<file path="src/rtl/io_uart_tx.sv">
// io_uart_tx: memory-mapped UART transmitter with a TX FIFO, serialising 8N1 on o_tx.
// Define UART_TX_PARITY_EN to build the optional even-parity (8E1) frame mode on STATUS[5].
module io_uart_tx #(
    parameter logic [1:0]  XLEN             = 2'b10,
    parameter int          FIFO_DEPTH       = 8,
    parameter logic [15:0] DEFAULT_BAUD_DIV = 16'd867,
    localparam int         W                = 1 << (XLEN + 4)
) (
    input  logic         i_clk,
    input  logic         i_rst,
    input  logic         i_clk_en,
    input  logic         i_io_en_m,
    input  logic         i_sw_m,
    input  logic         i_lw_m,
    input  logic [W-1:0] i_addr_m,
    input  logic [W-1:0] i_wdata_m,
    output logic [W-1:0] o_rdata_m,
    output logic         o_tx,
    output logic         o_irq
);
    localparam int AW = $clog2(FIFO_DEPTH);
    typedef enum logic [2:0] {
        IDLE, START, DATA, STOP
`ifdef UART_TX_PARITY_EN
        , PARITY
`endif
    } state_t;
    state_t        state_q, state_d;
    logic [7:0]    mem_q [FIFO_DEPTH];
    logic [AW-1:0] wr_ptr_q, rd_ptr_q;
    logic [AW:0]   count_q, count_d;
    logic [15:0]   baud_q, div_q, div_d, cnt_q, cnt_d;
    logic [7:0]    shift_q, shift_d;
    logic [2:0]    bit_q, bit_d;
    logic          ovf_q, irq_en_q, tx_q, tx_d, tick, full, empty, push, pop;
    logic          wr_tx, wr_st, wr_bd, par_cfg, unused_bits;
    logic [5:0]    status;
`ifdef UART_TX_PARITY_EN
    logic          par_cfg_q, par_en_q, par_en_d, par_q, par_d;
    assign par_cfg = par_cfg_q;
`else
    assign par_cfg = 1'b0;
`endif
    assign unused_bits = ^{i_addr_m[W-1:5], i_addr_m[2:0], i_wdata_m[W-1:16]};
    assign wr_tx = i_io_en_m & i_clk_en & i_sw_m & (i_addr_m[4:3] == 2'd0);
    assign wr_st = i_io_en_m & i_clk_en & i_sw_m & (i_addr_m[4:3] == 2'd1);
    assign wr_bd = i_io_en_m & i_clk_en & i_sw_m & (i_addr_m[4:3] == 2'd2);
    assign full  = count_q == (AW+1)'(FIFO_DEPTH);
    assign empty = count_q == '0;
    assign pop   = (state_q == IDLE) & ~empty;
    // a pop in the same cycle frees a slot, so a push on a full FIFO is still accepted
    assign push  = wr_tx & (~full | pop);
    assign count_d = count_q + (AW+1)'(push) - (AW+1)'(pop);
    assign status = {par_cfg, irq_en_q, ovf_q, state_q != IDLE, empty, full};
    assign o_rdata_m = ~(i_io_en_m & i_lw_m) ? '0 :
                       i_addr_m[4:3] == 2'd1 ? W'(status) :
                       i_addr_m[4:3] == 2'd2 ? W'(baud_q) : '0;
    assign o_irq = empty & irq_en_q;
    assign o_tx  = tx_q;
    assign tick  = cnt_q == div_q;
    always_comb begin
        state_d = state_q;
        cnt_d   = cnt_q + 16'd1;
        bit_d   = bit_q;
        shift_d = shift_q;
        div_d   = div_q;
`ifdef UART_TX_PARITY_EN
        par_en_d = par_en_q;
        par_d    = par_q;
`endif
        case (state_q)
            IDLE: begin
                cnt_d = '0;
                if (!empty) begin
                    state_d = START;
                    shift_d = mem_q[rd_ptr_q];
                    div_d   = baud_q;
                    bit_d   = '0;
`ifdef UART_TX_PARITY_EN
                    par_en_d = par_cfg_q;
                    par_d    = ^mem_q[rd_ptr_q];
`endif
                end
            end
            START: if (tick) begin
                state_d = DATA;
                cnt_d   = '0;
            end
            DATA: if (tick) begin
                cnt_d   = '0;
                shift_d = shift_q >> 1;
                bit_d   = bit_q + 3'd1;
`ifdef UART_TX_PARITY_EN
                if (bit_q == 3'd7) state_d = par_en_q ? PARITY : STOP;
`else
                if (bit_q == 3'd7) state_d = STOP;
`endif
            end
`ifdef UART_TX_PARITY_EN
            PARITY: if (tick) begin
                state_d = STOP;
                cnt_d   = '0;
            end
`endif
            STOP: if (tick) begin
                state_d = IDLE;
                cnt_d   = '0;
            end
            default: state_d = IDLE;
        endcase
    end
    // line level follows the registered state, so o_tx lags the state by one clock
`ifdef UART_TX_PARITY_EN
    assign tx_d = state_q == START ? 1'b0 : state_q == DATA ? shift_q[0] : state_q == PARITY ? par_q : 1'b1;
`else
    assign tx_d = state_q == START ? 1'b0 : state_q == DATA ? shift_q[0] : 1'b1;
`endif
    always_ff @(posedge i_clk) begin
        if (push) mem_q[wr_ptr_q] <= i_wdata_m[7:0];
    end
    always_ff @(posedge i_clk or negedge i_rst) begin
        if (!i_rst) begin
            state_q  <= IDLE;
            wr_ptr_q <= '0;
            rd_ptr_q <= '0;
            count_q  <= '0;
            baud_q   <= DEFAULT_BAUD_DIV;
            div_q    <= DEFAULT_BAUD_DIV;
            cnt_q    <= '0;
            shift_q  <= '0;
            bit_q    <= '0;
            ovf_q    <= 1'b0;
            irq_en_q <= 1'b0;
            tx_q     <= 1'b1;
`ifdef UART_TX_PARITY_EN
            par_cfg_q <= 1'b0;
            par_en_q  <= 1'b0;
            par_q     <= 1'b0;
`endif
        end else begin
            state_q  <= state_d;
            wr_ptr_q <= wr_ptr_q + AW'(push);
            rd_ptr_q <= rd_ptr_q + AW'(pop);
            count_q  <= count_d;
            div_q    <= div_d;
            cnt_q    <= cnt_d;
            shift_q  <= shift_d;
            bit_q    <= bit_d;
            tx_q     <= tx_d;
            ovf_q    <= (ovf_q & ~(wr_st & i_wdata_m[3])) | (wr_tx & full & ~pop);
            if (wr_st) irq_en_q <= i_wdata_m[4];
            if (wr_bd) baud_q <= i_wdata_m[15:0];
`ifdef UART_TX_PARITY_EN
            if (wr_st) par_cfg_q <= i_wdata_m[5];
            par_en_q <= par_en_d;
            par_q    <= par_d;
`endif
        end
    end
endmodule

</file>
<file path="config.mk">
export PLATFORM = sky130hd
export DESIGN_NAME = io_uart_tx
export DESIGN_NICKNAME = d
export VERILOG_FILES = /design/src/rtl/io_uart_tx.sv
export SDC_FILE = /design/constraint.sdc
export NUM_CORES = 1
export LEC_CHECK = 0
export ABC_AREA = 1
export CAP_MARGIN = 40
export CORE_UTILIZATION = 52
export CTS_BUF_LIST = sky130_fd_sc_hd__clkbuf_8 sky130_fd_sc_hd__clkbuf_16
export CTS_CLUSTER_SIZE = 14
export DETAILED_ROUTE_END_ITERATION = 12
export PLACE_DENSITY_LB_ADDON = 0.25
export SLEW_MARGIN = 20
export SYNTH_ARGS = -nofsm -noshare
export SYNTH_HDL_FRONTEND = slang
export SYNTH_SLANG_ARGS = --single-unit
</file>
<file path="constraint.sdc">
create_clock -name i_clk -period 4.3 [get_ports i_clk]
set_input_delay 1.075 -clock i_clk [delete_from_list [all_inputs] [get_ports i_clk]]
set_output_delay 1.075 -clock i_clk [all_outputs]
set_load 0.01 [all_outputs]
</file>
==> impl_results.md, run 1 <==
* Status: finished, final reports clean
* Via Count at 4963
* Vias per std cell at 5.00
* CTS H-Tree Depth at 4
* Final min period at ~4.0 ns
* Crit end category: primary output
* Clk_lat worst skew at 0.43 ns
* Die height at 117 um
* Synthesized area at 6820 sq um
* GP Congestion at 0.867
* Routed Antenna Nets at 0
* GR Layer Usage met1 at 29.7%
* Initial core utilization at 53.6%
* Design Power at 0.00321 W
* Hold-fix buffers at CTS at 0
* FILL cells at 1096
* CP max stage delay at approximately 0.58 ns
* Leakage power at 3.62 nW
* Detailed Route WL at between 10 and 15 mm
* Syn_area_per_cell at 8.90 sq um
* Die X at 117 um
* Post-cts gate resize count at 0
* Worst min path class: flip-flop to flip-flop
* Design Area, Final at approximately 7800 sq um
* Part of the Yosys area used for sequential elements at 55.6%
* Max IR drop VDD at 0.347 mV
* Ant. Diodes at 0
* Reg-to-reg slack, setup at 1.41 ns
* Critical Path Stages at 6
* CP Data Required Time at ~3.2 ns
* Post-DP HPWL at 9.55 mm
* Hold depth at 2
* CTS Buffer Depth at 2
* Setup violators final at 0
* Final-report hold violation count at 0
* Worst setup SP type: input port
* Most common cell after layout, fill and taps aside: nand2_1
* Global route overflow at 0
* # IOs at 200
* Pin count of the biggest net entering global routing at 44
* Slew headroom at 49.0%
* Post-synth cell types at 35
* Initial DRT Pass Iterations at 5
* Final #Nets at 960
* DP Area at 7190 sq um
* Share of layout cells above drive strength 1 at around 8.9%
* Most frequent cells in the layout: nand2_1 (235), inv_1 (72), nand3_1 (69)
* Crit path buf inv count at 4
* CTS tree: yes
* Worst Reg-to-Reg Cells at 8
* IO buf count at 41
* Setup bufs post-CTS at 0
* Worst Path Arrival at 2.91 ns
* Measured slew at the worst slew-check pin at 0.762 ns
* RSZ-0062 raised after global routing: no
* Max-slew violations at 0
* Core Util, Final at 61.1%
* Met3 GRT Util at slightly below 6%
* Root buffer cell: clkbuf_16
* FMAX at 0.251 GHz
* Total Routing Usage GR at 22.7%
* Core Region at 12700 sq um
* Synth Instances at 766
* Most used routing layer: met2
* DIE AREA at roughly 14000 sq um
* Drt initial violations at 336
* CTS buffer count at 17
* DRC violations left at 0
* Synth Warn # at 0
* Number of global-route vias before repair at 4706
* Area grow syn2layout at 14.0%
* Tcrit/Tclk final at 92.7%
* Maxcap violations at 0
* Sink Count at 138
* Pwr dens at 413 nW/um^2
* Reg clk slew, reported paths at 0.06 ns
* Flops & latches, synth at roughly 140
* Site row count at 41
* DR WL/cell at 14.0 um
* Leading area contributor after synthesis: edfxtp_1
* Initial antenna violation count at 0
* Share of the synthesized area in the top cell type at 28.2%
* Slowest CP cell: clkdlybuf4s50_1
* First-pass GRT wire length at 22.9 mm
* Cell family with most CP delay: buffers and inverters
* Area contributors post-synth: edfxtp_1 (28%), dfrtp_1 (22%), nand2_1 (13%)
* Worst Skew at 0.00904 ns
* Crit path kind: input port to primary output
* Worst-path cell chain: clkdlybuf4s50_1 -> inv_1 -> nor2_2 -> inv_1 -> nor3_1 -> clkdlybuf4s50_1
* Total Neg Setup Slack at 0 ns
* Met2 Use GR at ~37%
* Max FO, Critical Path at 12
Yosys cell counts, drive strengths merged:
cell and number:
a21oi 15, buf 63, clkbuf 10, clkinv 2
conb 1, dfrtp 61, dfstp 13, edfxtp 64
fa 1, ha 18, inv 80, nand2 239
nand3 69, nand3b 1, nand4 1, nor2 53
nor3 21, nor3b 1, nor4 1, o21ai 43
or2 2, xnor2 2, xor2 5
cell families (layout without fill, tap and decap cells):
logic type,after synthesis,after routing,share of synthesized area (%)
other,1,48,0.0550
buffers and inverters,155,162,11.7
and+or+nand+nor,388,388,23.9
adders and majority gates,19,19,3.60
AOI/OAI and AO/OA,58,58,4.31
DFF,138,138,55.6
xor gates and xnor gates,7,7,0.899
power breakdown:
part | internal [W] | switching, W | total, W | leakage [nW]
Clock | 0.000803 | 0.000586 | 0.00139 | 0.260
Sequential | 0.00148 | 0.0000478 | 0.00152 | 1.44
Combinational | 0.000116 | 0.000178 | 0.000294 | 1.92
Total | 0.00240 | 0.000812 | 0.00321 | 3.62
stage by stage:
stage | cells | hold WS [ns] | setup slack [ns]
after floorplan | 813 | 0.442 | 1.41
after CTS | 990 | 0.475 | 0.324
after global routing | 992 | 0.504 | 0.178
final | 992 | 0.475 | 0.314
after detailed placement | 958 | 0.460 | 0.335
after global placement | 956 | 0.454 | 0.350
per-layer routing:
metal / part of all wire [%] / vias to the layer above
met1: 45 / 2345
met3: 5.3 / 14
met5: 0 / -
li1: - / 2437
met2: 49 / 167
met4: 1.3 / 0
flip-flops by register name, summed over array words and instances, names as in the netlist:
register / flops
baud_q: 16
bit_q: 3
cnt_q: 16
count_q: 4
div_q: 16
irq_en_q: 1
mem_q: 64
o_tx: 1
ovf_q: 1
rd_ptr_q: 3
shift_q: 8
state_q: 2
wr_ptr_q: 3
worst min-delay path, stage by stage (launching register included):
cell and delay (ns):
dfrtp_1 0.34, nand2_1 0.05, nand2_1 0.05
worst paths after layout:
kind / start / endpoint
min in group asynchronous: i_rst / cnt_q[11]
hold / removal: shift_q[7] / shift_q[7]
setup reg to reg: count_q[2] / mem_q[6][6]
hold reg to reg: shift_q[7] / shift_q[7]
setup / recovery: i_addr_m[4] / o_rdata_m[15]
max in group asynchronous: i_rst / baud_q[1]
cell type report:
class | count | area (sq um) | area share (%)
clock inverters | 15 | 141 | 1.82
multi-input cells | 520 | 2410 | 31.0
well taps | 172 | 215 | 2.77
inverters | 82 | 308 | 3.96
repair buffers | 48 | 480 | 6.18
clock buffers | 17 | 425 | 5.47
flip-flops and latches | 138 | 3790 | 48.8
(Power assumes the default switching activity.)
==> run 2: changes to the inputs <==
Settings changed: CTS_BUF_LIST sky130_fd_sc_hd__clkbuf_8 sky130_fd_sc_hd__clkbuf_16 to unset, CTS_CLUSTER_DIAMETER set to 120.
==> results of run 2 <==
No change in the layout: final DEF, timing and power equal those of run 1.
==> run 3: changes to the inputs <==
Settings changed: CAP_MARGIN 40 to 20.
==> impl_results.md, run 3 (synthesized netlist as in run 1, its figures left out) <==
* Status: finished, final reports clean
* GP Congestion at approximately 0.87
* Site row count at 41
* Post-DP HPWL at between 9 and 10 mm
* CTS buffer count at 17
* Final min period at 3.98 ns
* CP Data Required Time at 3.22 ns
* Pwr dens at 415 nW/um^2
* Core Util, Final at 60.7%
* Clk_lat worst skew at approximately 0.42 ns
* Die height at 117 um
* Initial antenna violation count at 0
* Initial core utilization at 53.6%
* Hold Worst Slack at 0.476 ns
* Total Neg Setup Slack at 0 ns
* Measured slew at the worst slew-check pin at 0.969 ns
* DRC violations left at 0
* Worst Path Arrival at 2.91 ns
* Final #Nets at 956
* CTS tree: yes
* Sink Count at 138
* Maxcap violations at 0
* Ant. Diodes at 0
* Worst-path cell chain: clkdlybuf4s50_1 -> inv_1 -> nor2_2 -> inv_1 -> nor3_1 -> clkdlybuf4s50_1
* Design Power at 0.00320 W
* Global route overflow at 0
* Setup violators final at 0
* Total Routing Usage GR at approximately 23%
* Place WS at 0.323 ns
* Most frequent cells in the layout: nand2_1 (235), inv_1 (72), nand3_1 (69)
* Worst setup SP type: input port
* Most common cell after layout, fill and taps aside: nand2_1
* FMAX at 0.251 GHz
* RSZ-0062 raised after global routing: no
* Setup WS post-layout at 0.315 ns
* Pin count of the biggest net entering global routing at 75
* Slew headroom at 35.3%
* Via Count at 4975
* Crit end category: primary output
* Worst min path class: flip-flop to flip-flop
* # IOs at 200
* Max IR drop VDD at 0.346 mV
* Share of layout cells above drive strength 1 at between 8 and 9%
* Drt initial violations at between 300 and 400
* IO buf count at 41
* Reg with most FFs: mem_q
* Initial DRT Pass Iterations at 6
* CTS Buffer Depth at 2
* Leakage power at 3.61 nW
* Area grow syn2layout at 13.2%
* Detailed Route WL at around 14 mm
* Max-slew violations at 0
* DIE AREA at 13600 sq um
* Max FO, Critical Path at 12
* Worst Skew at just under 0.007 ns
* Reg clk slew, reported paths at around 0.06 ns
* Root buffer cell: clkbuf_16
* Vias per std cell at 5.04
* Final-report hold violation count at 0
* CTS H-Tree Depth at 4
* Core Region at between 10000 and 15000 sq um
* Post-cts gate resize count at 0
* Number of global-route vias before repair at 4783
* DR WL/cell at about 14 um
* Die X at 117 um
* Crit path kind: input port to primary output
* Tcrit/Tclk final at between 90 and 100%
* Setup bufs post-CTS at 0
* Routed Antenna Nets at 0
* CP max stage delay at 0.59 ns
* Slowest CP cell: clkdlybuf4s50_1
* Hold-fix buffers at CTS at 0
* Max reg flops at 64
* First-pass GRT wire length at 23.1 mm
## run 3: cell types whose count changed in the layout (fill, tap and decap cells not counted)
cell / change
buf_12: -1
buf_8: -1
clkinv_2: +2
buf_4: -2
clkinvlp_4: -4
clkinv_4: +2
## run 3: final timing paths
kind | from | to | slack, ns | cells past startpoint
max | i_addr_m[4] | o_rdata_m[11] | 0.32 | 6
min | shift_q[5] | shift_q[5] | 0.48 | 2
max reg2reg | count_q[2] | mem_q[0][0] | 1.34 | 8
min reg2reg | shift_q[5] | shift_q[5] | 0.48 | 2
max in group asynchronous | i_rst | shift_q[6] | 2.87 | 1
min in group asynchronous | i_rst | baud_q[11] | 0.77 | 1
## run 3: through the flow
| stage | cells | area [sq um] |
|---|---|---|
| after floorplan | 813 | 6990 |
| after global placement | 956 | 7160 |
| after detailed placement | 956 | 7160 |
| after CTS | 988 | 7720 |
| after global routing | 988 | 7720 |
| final | 988 | 7720 |
## run 3: layout make-up
| cell class | instances | area (sq um) |
|---|---|---|
| Inverter | 82 | 308 |
| Timing Repair Buffer | 44 | 430 |
| Clock inverter | 15 | 139 |
| Multi-Input combinational cell | 520 | 2410 |
| Tap cell | 172 | 215 |
| Clock buffer | 17 | 425 |
| Fill cell | 1085 | 5000 |
| Sequential cell | 138 | 3790 |
## run 3: worst max-delay path, delay by kind of cell
| family | cells | cell delay, ns |
|---|---|---|
| buffers and inverters | 4 | 1.40 |
| AND/OR/NAND/NOR | 2 | 0.43 |
## run 3: power breakdown
part	switching (W)	internal [W]	leakage, nW
sequential	0.0000479	0.00148	1.44
combinational	0.000178	0.000113	1.89
clock	0.000584	0.000804	0.275
total	0.000810	0.00239	3.61
## run 3: metal layers
layer | GRT usage, % | up-vias | share of wire, %
met4 | 8.80 | 0 | 1.4
li1 | - | 2433 | -
met2 | 36.6 | 164 | 49
met3 | 5.03 | 19 | 5.2
met5 | 0 | - | 0
met1 | 30.1 | 2359 | 45
==> variant 1 (flow settings as in run 1) <==
Build with the macro `UART_TX_PARITY_EN` defined.
--- a/src/rtl/io_uart_tx.sv
+++ b/src/rtl/io_uart_tx.sv
@@ -2,2 +2,4 @@
 // Define UART_TX_PARITY_EN to build the optional even-parity (8E1) frame mode on STATUS[5].
+`define UART_TX_PARITY_EN
+
 module io_uart_tx #(
Function: changed (Yosys sat finds a counterexample within 4 cycles, from zero or initial values and one cycle with i_rst low).
==> variant 1 against run 1 <==
Worst setup slack gained 0.19 ns. Sequential power grew 3%. Total power shrank 2.3%. Routed wire length shrank 3.6%. Synthesized area grew 6.0%. Register-to-register slack gained 0.13 ns. Hold slack gained 0.010 ns. Design area grew 5.1%. Critical path depth grew 1. Fmax grew 5.0%. Sequential cell count grew 4. Global-route usage shrank 2.4 points. Largest power group unchanged.
==> variant 1: results (changes against run 1) <==
Routed wire length: 13,400 um (was 13,900 um)
Xor/xnor share of the synthesized area: 2.79% (was 0.899%)
Routability cong.: 0.805 (was 0.867)
Worst min-delay path startpoint: shift_q[5] (was shift_q[7])
Synth Area in Compound Gates: 5.42% (was 4.31%)
Share of layout cells above drive strength 1: 7.17% (was 8.90%)
GRT Total Usage: 20.3% (was 22.7%)
Placed cell areas: 0.00764 mm^2 (was 0.00719 mm^2)
Maximum vdd drop: 0.372 mV (was 0.347 mV)
Leakage: 3.93 nW (was 3.62 nW)
Crit path max-delay cell type: clkdlybuf4s50_1 (unchanged)
Hold Path Sink: shift_q[5] (was shift_q[7])
Critical-path maximum fanout: 6 (was 12)
Worst hold slack: 0.485 ns (was 0.475 ns)
Global-route wire length before repair: 22,500 um (was 22,900 um)
Final HPWL DP: 9270 um (was 9550 um)
Vias/cell: 4.79 (was 5.00)
RR Startpoint: state_q[1] (was count_q[2])
Status: finished clean (unchanged)
Avg Cell Area, Syn: 8.63 um^2 (was 8.90 um^2)
Pwr per Cell Area: 384 mW/mm^2 (was 413 mW/mm^2)
H-tree depth reported by CTS: 4 (unchanged)
Post-synth cell types: 36 (was 35)
CTS Buf Count: 17 (unchanged)
Setup Skew: 0.0122 ns (was 0.00904 ns)
Worst reg2reg path endpoint: mem_q[4][0] (was mem_q[6][6])
Worst path top cell family by delay: buffers and inverters (unchanged)
Post-synthesis sequential area ratio: 53.8% (was 55.6%)
Top cells by count, synth: 255 x nand2_1, 114 x inv_1, 65 x dfrtp_1 (was 235 x nand2_1, 72 x inv_1, 69 x nand3_1)
Slew HR: 46.6% (was 49.0%)
Post-synthesis adder-cell area fraction: 2.35% (was 3.60%)
Initial DRC count: 225 (was 336)
Vias in the first global route: 4,649 (was 4,706)
Top_reg_cell synth: dfrtp_1 (was edfxtp_1)
Worst R2R Setup Slack: 1.54 ns (was 1.41 ns)
Fillers: 1,130 (was 1,096)
Synth top area cells: edfxtp_1 27%, dfrtp_1 23%, nand2_1 13% (was edfxtp_1 28%, dfrtp_1 22%, nand2_1 13%)
Placed insts: 1,036 (was 958)
Async S/R FF share, synth: 54.9% (was 53.6%)
Wire length per cell: 12.5 um (was 14.0 um)
Largest net degree at the start of global routing: 51 (was 44)
Cells on worst reg2reg path: 10 (was 8)
variant 1: routing by layer:
metal / vias to the layer above / track usage, % / part of all wire [%]
met1: 2336 / 29.1 / 49
met3: 17 / 3.75 / 4.8
met5: - / 0 / 0
met4: 0 / 7.58 / 1.5
li1: 2633 / - / -
met2: 132 / 31.0 / 44
variant 1: power breakdown:
| part | internal, mW | switching (mW) |
|---|---|---|
| logic | 0.119 | 0.176 |
| registers | 1.51 | 0.0509 |
| clock network | 0.740 | 0.535 |
variant 1: cell families (layout without fill, tap and decap cells):
family                   Yosys count  in the layout
buffers and inverters            191            200
other                              1             48
XOR/XNOR                          23             23
AND/OR/NAND/NOR                  394            394
flip-flops                       142            142
adder cells (fa/ha/maj)           13             13
AO/OA/AOI/OAI                     73             73
variant 1: how the worst max path moves through the flow:
stage	start	cells past startpoint	to	slack, ns
6_report	i_addr_m[4]	7	o_rdata_m[1]	0.51
5_1_grt	i_io_en_m	4	o_rdata_m[6]	0.30
4_1_cts	i_io_en_m	4	o_rdata_m[8]	0.49
3_5_place_dp	i_io_en_m	4	o_rdata_m[8]	0.51
3_3_place_gp	i_addr_m[4]	6	o_rdata_m[14]	0.50
2_1_floorplan	i_addr_m[4]	5	o_rdata_m[10]	1.31
variant 1: worst reg2reg max path, stage by stage, from the launching register on:
cell,delay [ns]
dfrtp_1,0.41
nor2_2,0.18
inv_2,0.08
nor2_4,0.11
inv_2,0.08
nor2_4,0.18
inv_2,0.27
nand2_1,0.13
nand2_1,0.07
or2_4,0.27
nor3_2,0.61
variant 1: area by class of cell:
type,instances,area share [%]
sequential,142,47.6
multi-input combinational,551,31.6
timing repair buffer,50,6.31
inverter,118,5.42
clock buffer,18,5.38
tap,176,2.70
clock inverter,14,0.996
variant 1: per-stage QoR:
step                setup slack [ns]  total power [mW]
floorplan                       1.31              1.80
global placement               0.503              1.87
detailed placement             0.506              1.89
CTS                            0.494              3.16
global route                   0.296              3.26
finish                         0.505              3.14
==> variant 2 (settings of run 1) <==
Without the edit above. Add an input register stage for `i_io_en_m`, `i_sw_m`, `i_lw_m` and `i_addr_m`, cleared by the reset; this delays them by one clock. The other inputs are not delayed to match.
--- a/src/rtl/io_uart_tx.sv
+++ b/src/rtl/io_uart_tx.sv
@@ -27,2 +27,22 @@
     } state_t;
+
+    logic i_io_en_m_q;
+    logic i_sw_m_q;
+    logic i_lw_m_q;
+    logic [W-1:0] i_addr_m_q;
+
+    always_ff @(posedge i_clk or negedge i_rst) begin
+        if (!i_rst) begin
+            i_io_en_m_q <= '0;
+            i_sw_m_q    <= '0;
+            i_lw_m_q    <= '0;
+            i_addr_m_q  <= '0;
+        end else begin
+            i_io_en_m_q <= i_io_en_m;
+            i_sw_m_q    <= i_sw_m;
+            i_lw_m_q    <= i_lw_m;
+            i_addr_m_q  <= i_addr_m;
+        end
+    end
+
     state_t        state_q, state_d;
@@ -43,6 +63,6 @@
 `endif
-    assign unused_bits = ^{i_addr_m[W-1:5], i_addr_m[2:0], i_wdata_m[W-1:16]};
-    assign wr_tx = i_io_en_m & i_clk_en & i_sw_m & (i_addr_m[4:3] == 2'd0);
-    assign wr_st = i_io_en_m & i_clk_en & i_sw_m & (i_addr_m[4:3] == 2'd1);
-    assign wr_bd = i_io_en_m & i_clk_en & i_sw_m & (i_addr_m[4:3] == 2'd2);
+    assign unused_bits = ^{i_addr_m_q[W-1:5], i_addr_m_q[2:0], i_wdata_m[W-1:16]};
+    assign wr_tx = i_io_en_m_q & i_clk_en & i_sw_m_q & (i_addr_m_q[4:3] == 2'd0);
+    assign wr_st = i_io_en_m_q & i_clk_en & i_sw_m_q & (i_addr_m_q[4:3] == 2'd1);
+    assign wr_bd = i_io_en_m_q & i_clk_en & i_sw_m_q & (i_addr_m_q[4:3] == 2'd2);
     assign full  = count_q == (AW+1)'(FIFO_DEPTH);
@@ -54,5 +74,5 @@
     assign status = {par_cfg, irq_en_q, ovf_q, state_q != IDLE, empty, full};
-    assign o_rdata_m = ~(i_io_en_m & i_lw_m) ? '0 :
-                       i_addr_m[4:3] == 2'd1 ? W'(status) :
-                       i_addr_m[4:3] == 2'd2 ? W'(baud_q) : '0;
+    assign o_rdata_m = ~(i_io_en_m_q & i_lw_m_q) ? '0 :
+                       i_addr_m_q[4:3] == 2'd1 ? W'(status) :
+                       i_addr_m_q[4:3] == 2'd2 ? W'(baud_q) : '0;
     assign o_irq = empty & irq_en_q;
Behaviour: not the same (Yosys sat finds a counterexample within 4 cycles, from zero or initial values and one cycle with i_rst low).
==> variant 2 against run 1 <==
Sequential share of layout area grew 0.96 points. Routed wire length down 4.6%. Core utilization increased by 0.30 points. Die area grew 1.8%. Fmax grew 16%. First-iteration DRC count rose by 42%. Total power is 0.41% lower. Sequential power increased by 3%. Synthesized area up 1.8%. Design area increased by 1.3%. Worst setup slack improved by 0.55 ns. Global-route usage is 2.1 points lower. Sequential cell count grew 5. Largest power group unchanged.
==> variant 2: results (changes against run 1) <==
Status: finished clean (unchanged)
Worst setup endpoint: o_rdata_m[2] (was o_rdata_m[15])
Fillers: 1,054 (was 1,096)
Buffers outside the clock class: 46 (was 48)
Routed met1 length: 5890 um (was 6200 um)
Crit path launch: state_q[0] (was i_addr_m[4])
Async S/R FF share, synth: 55.2% (was 53.6%)
Top reg by flops: mem_q (unchanged)
Fin nets: 963 (was 960)
Post-route setup slack: 0.866 ns (was 0.314 ns)
Synth Area in Compound Gates: 4.23% (was 4.31%)
Pre-CTS WS: 0.903 ns (was 0.335 ns)
FF+latch area: 0.00392 mm^2 (was 0.00379 mm^2)
Met3 wire length: 744 um (was 738 um)
Vias/cell: 4.98 (was 5.00)
Critical-path maximum fanout: 8 (was 12)
Global-route wire length before repair: 22,300 um (was 22,900 um)
Share of layout cells above drive strength 1: 8.51% (was 8.90%)
Worst R2R Setup Slack: 1.46 ns (was 1.41 ns)
Max clock buf depth: 2 (unchanged)
Post-CTS Resized: 0 (unchanged)
Routability cong.: 0.858 (was 0.867)
Setup Skew: 0.0111 ns (was 0.00904 ns)
Met3 Use GR: 4.75% (was 5.76%)
Maximum vdd drop: 0.376 mV (was 0.347 mV)
Top cells by count, synth: 235 x nand2_1, 73 x inv_1, 69 x nand3_1 (was 235 x nand2_1, 72 x inv_1, 69 x nand3_1)
Post-synthesis adder-cell area fraction: 3.53% (was 3.60%)
WP data arrival: 2.36 ns (was 2.91 ns)
Leakage: 3.69 nW (was 3.62 nW)
GRT Total Usage: 20.6% (was 22.7%)
Largest net degree at the start of global routing: 56 (was 44)
Synth top area cells: edfxtp_1 28%, dfrtp_1 24%, nand2_1 13% (was edfxtp_1 28%, dfrtp_1 22%, nand2_1 13%)
GR Util met1: 26.6% (was 29.7%)
Initial DRC count: 476 (was 336)
TritonCTS sink count: 143 (was 138)
Top_reg_cell synth: dfrtp_1 (was edfxtp_1)
Fraction of area in multi-input gates: 30.6% (was 31.0%)
Buffer share of cell area: 6.01% (was 6.18%)
WL met2: 6390 um (was 6790 um)
Cells on worst reg2reg path: 7 (was 8)
Worst min-delay path startpoint: bit_q[2] (was shift_q[7])
Hold Path Sink: bit_q[2] (was shift_q[7])
Diodes inserted: 0 (unchanged)
Xor/xnor share of the synthesized area: 0.883% (was 0.899%)
Post-synth cell types: 34 (was 35)
Sw Pwr: 0.801 mW (was 0.812 mW)
Met2 Track Usage GR: 33.1% (was 36.6%)
Final HPWL DP: 9280 um (was 9550 um)
Routed wire length: 13,300 um (was 13,900 um)
Multi-input combinational cell count: 520 (unchanged)
Worst reg2reg path endpoint: mem_q[4][7] (was mem_q[6][6])
Clock buffers: 18 (was 17)
[variant 2: per-stage QoR]
step / cell area [um^2] / power (mW) / util [%] / hold WS, ns / std cells
2_1_floorplan: 7120 / 1.80 / - / 0.442 / 818
3_3_place_gp: 7280 / 1.86 / 56.8 / 0.453 / 961
3_5_place_dp: 7320 / 1.89 / 57.1 / 0.467 / 963
4_1_cts: 7870 / 3.22 / 61.4 / 0.481 / 995
5_1_grt: 7870 / 3.34 / 61.4 / 0.500 / 995
6_report: 7870 / 3.19 / 61.4 / 0.480 / 995
[variant 2: power by group through the flow]
stage                     Combinational (mW)  Clock (mW)  Sequential [mW]
after floorplan                        0.215           0             1.58
after global placement                 0.268           0             1.59
after detailed placement               0.294           0             1.59
after CTS                              0.297        1.36             1.57
after global routing                   0.337        1.42             1.58
final                                  0.291        1.34             1.57
[variant 2: worst max-delay path: cells and delay by family, from the launching register on]
family,cells,cell delay [ns]
compound gates,1,0.22
flops,1,0.43
simple gates,1,0.10
fa+ha+maj,1,0.26
buf+inv,3,0.93
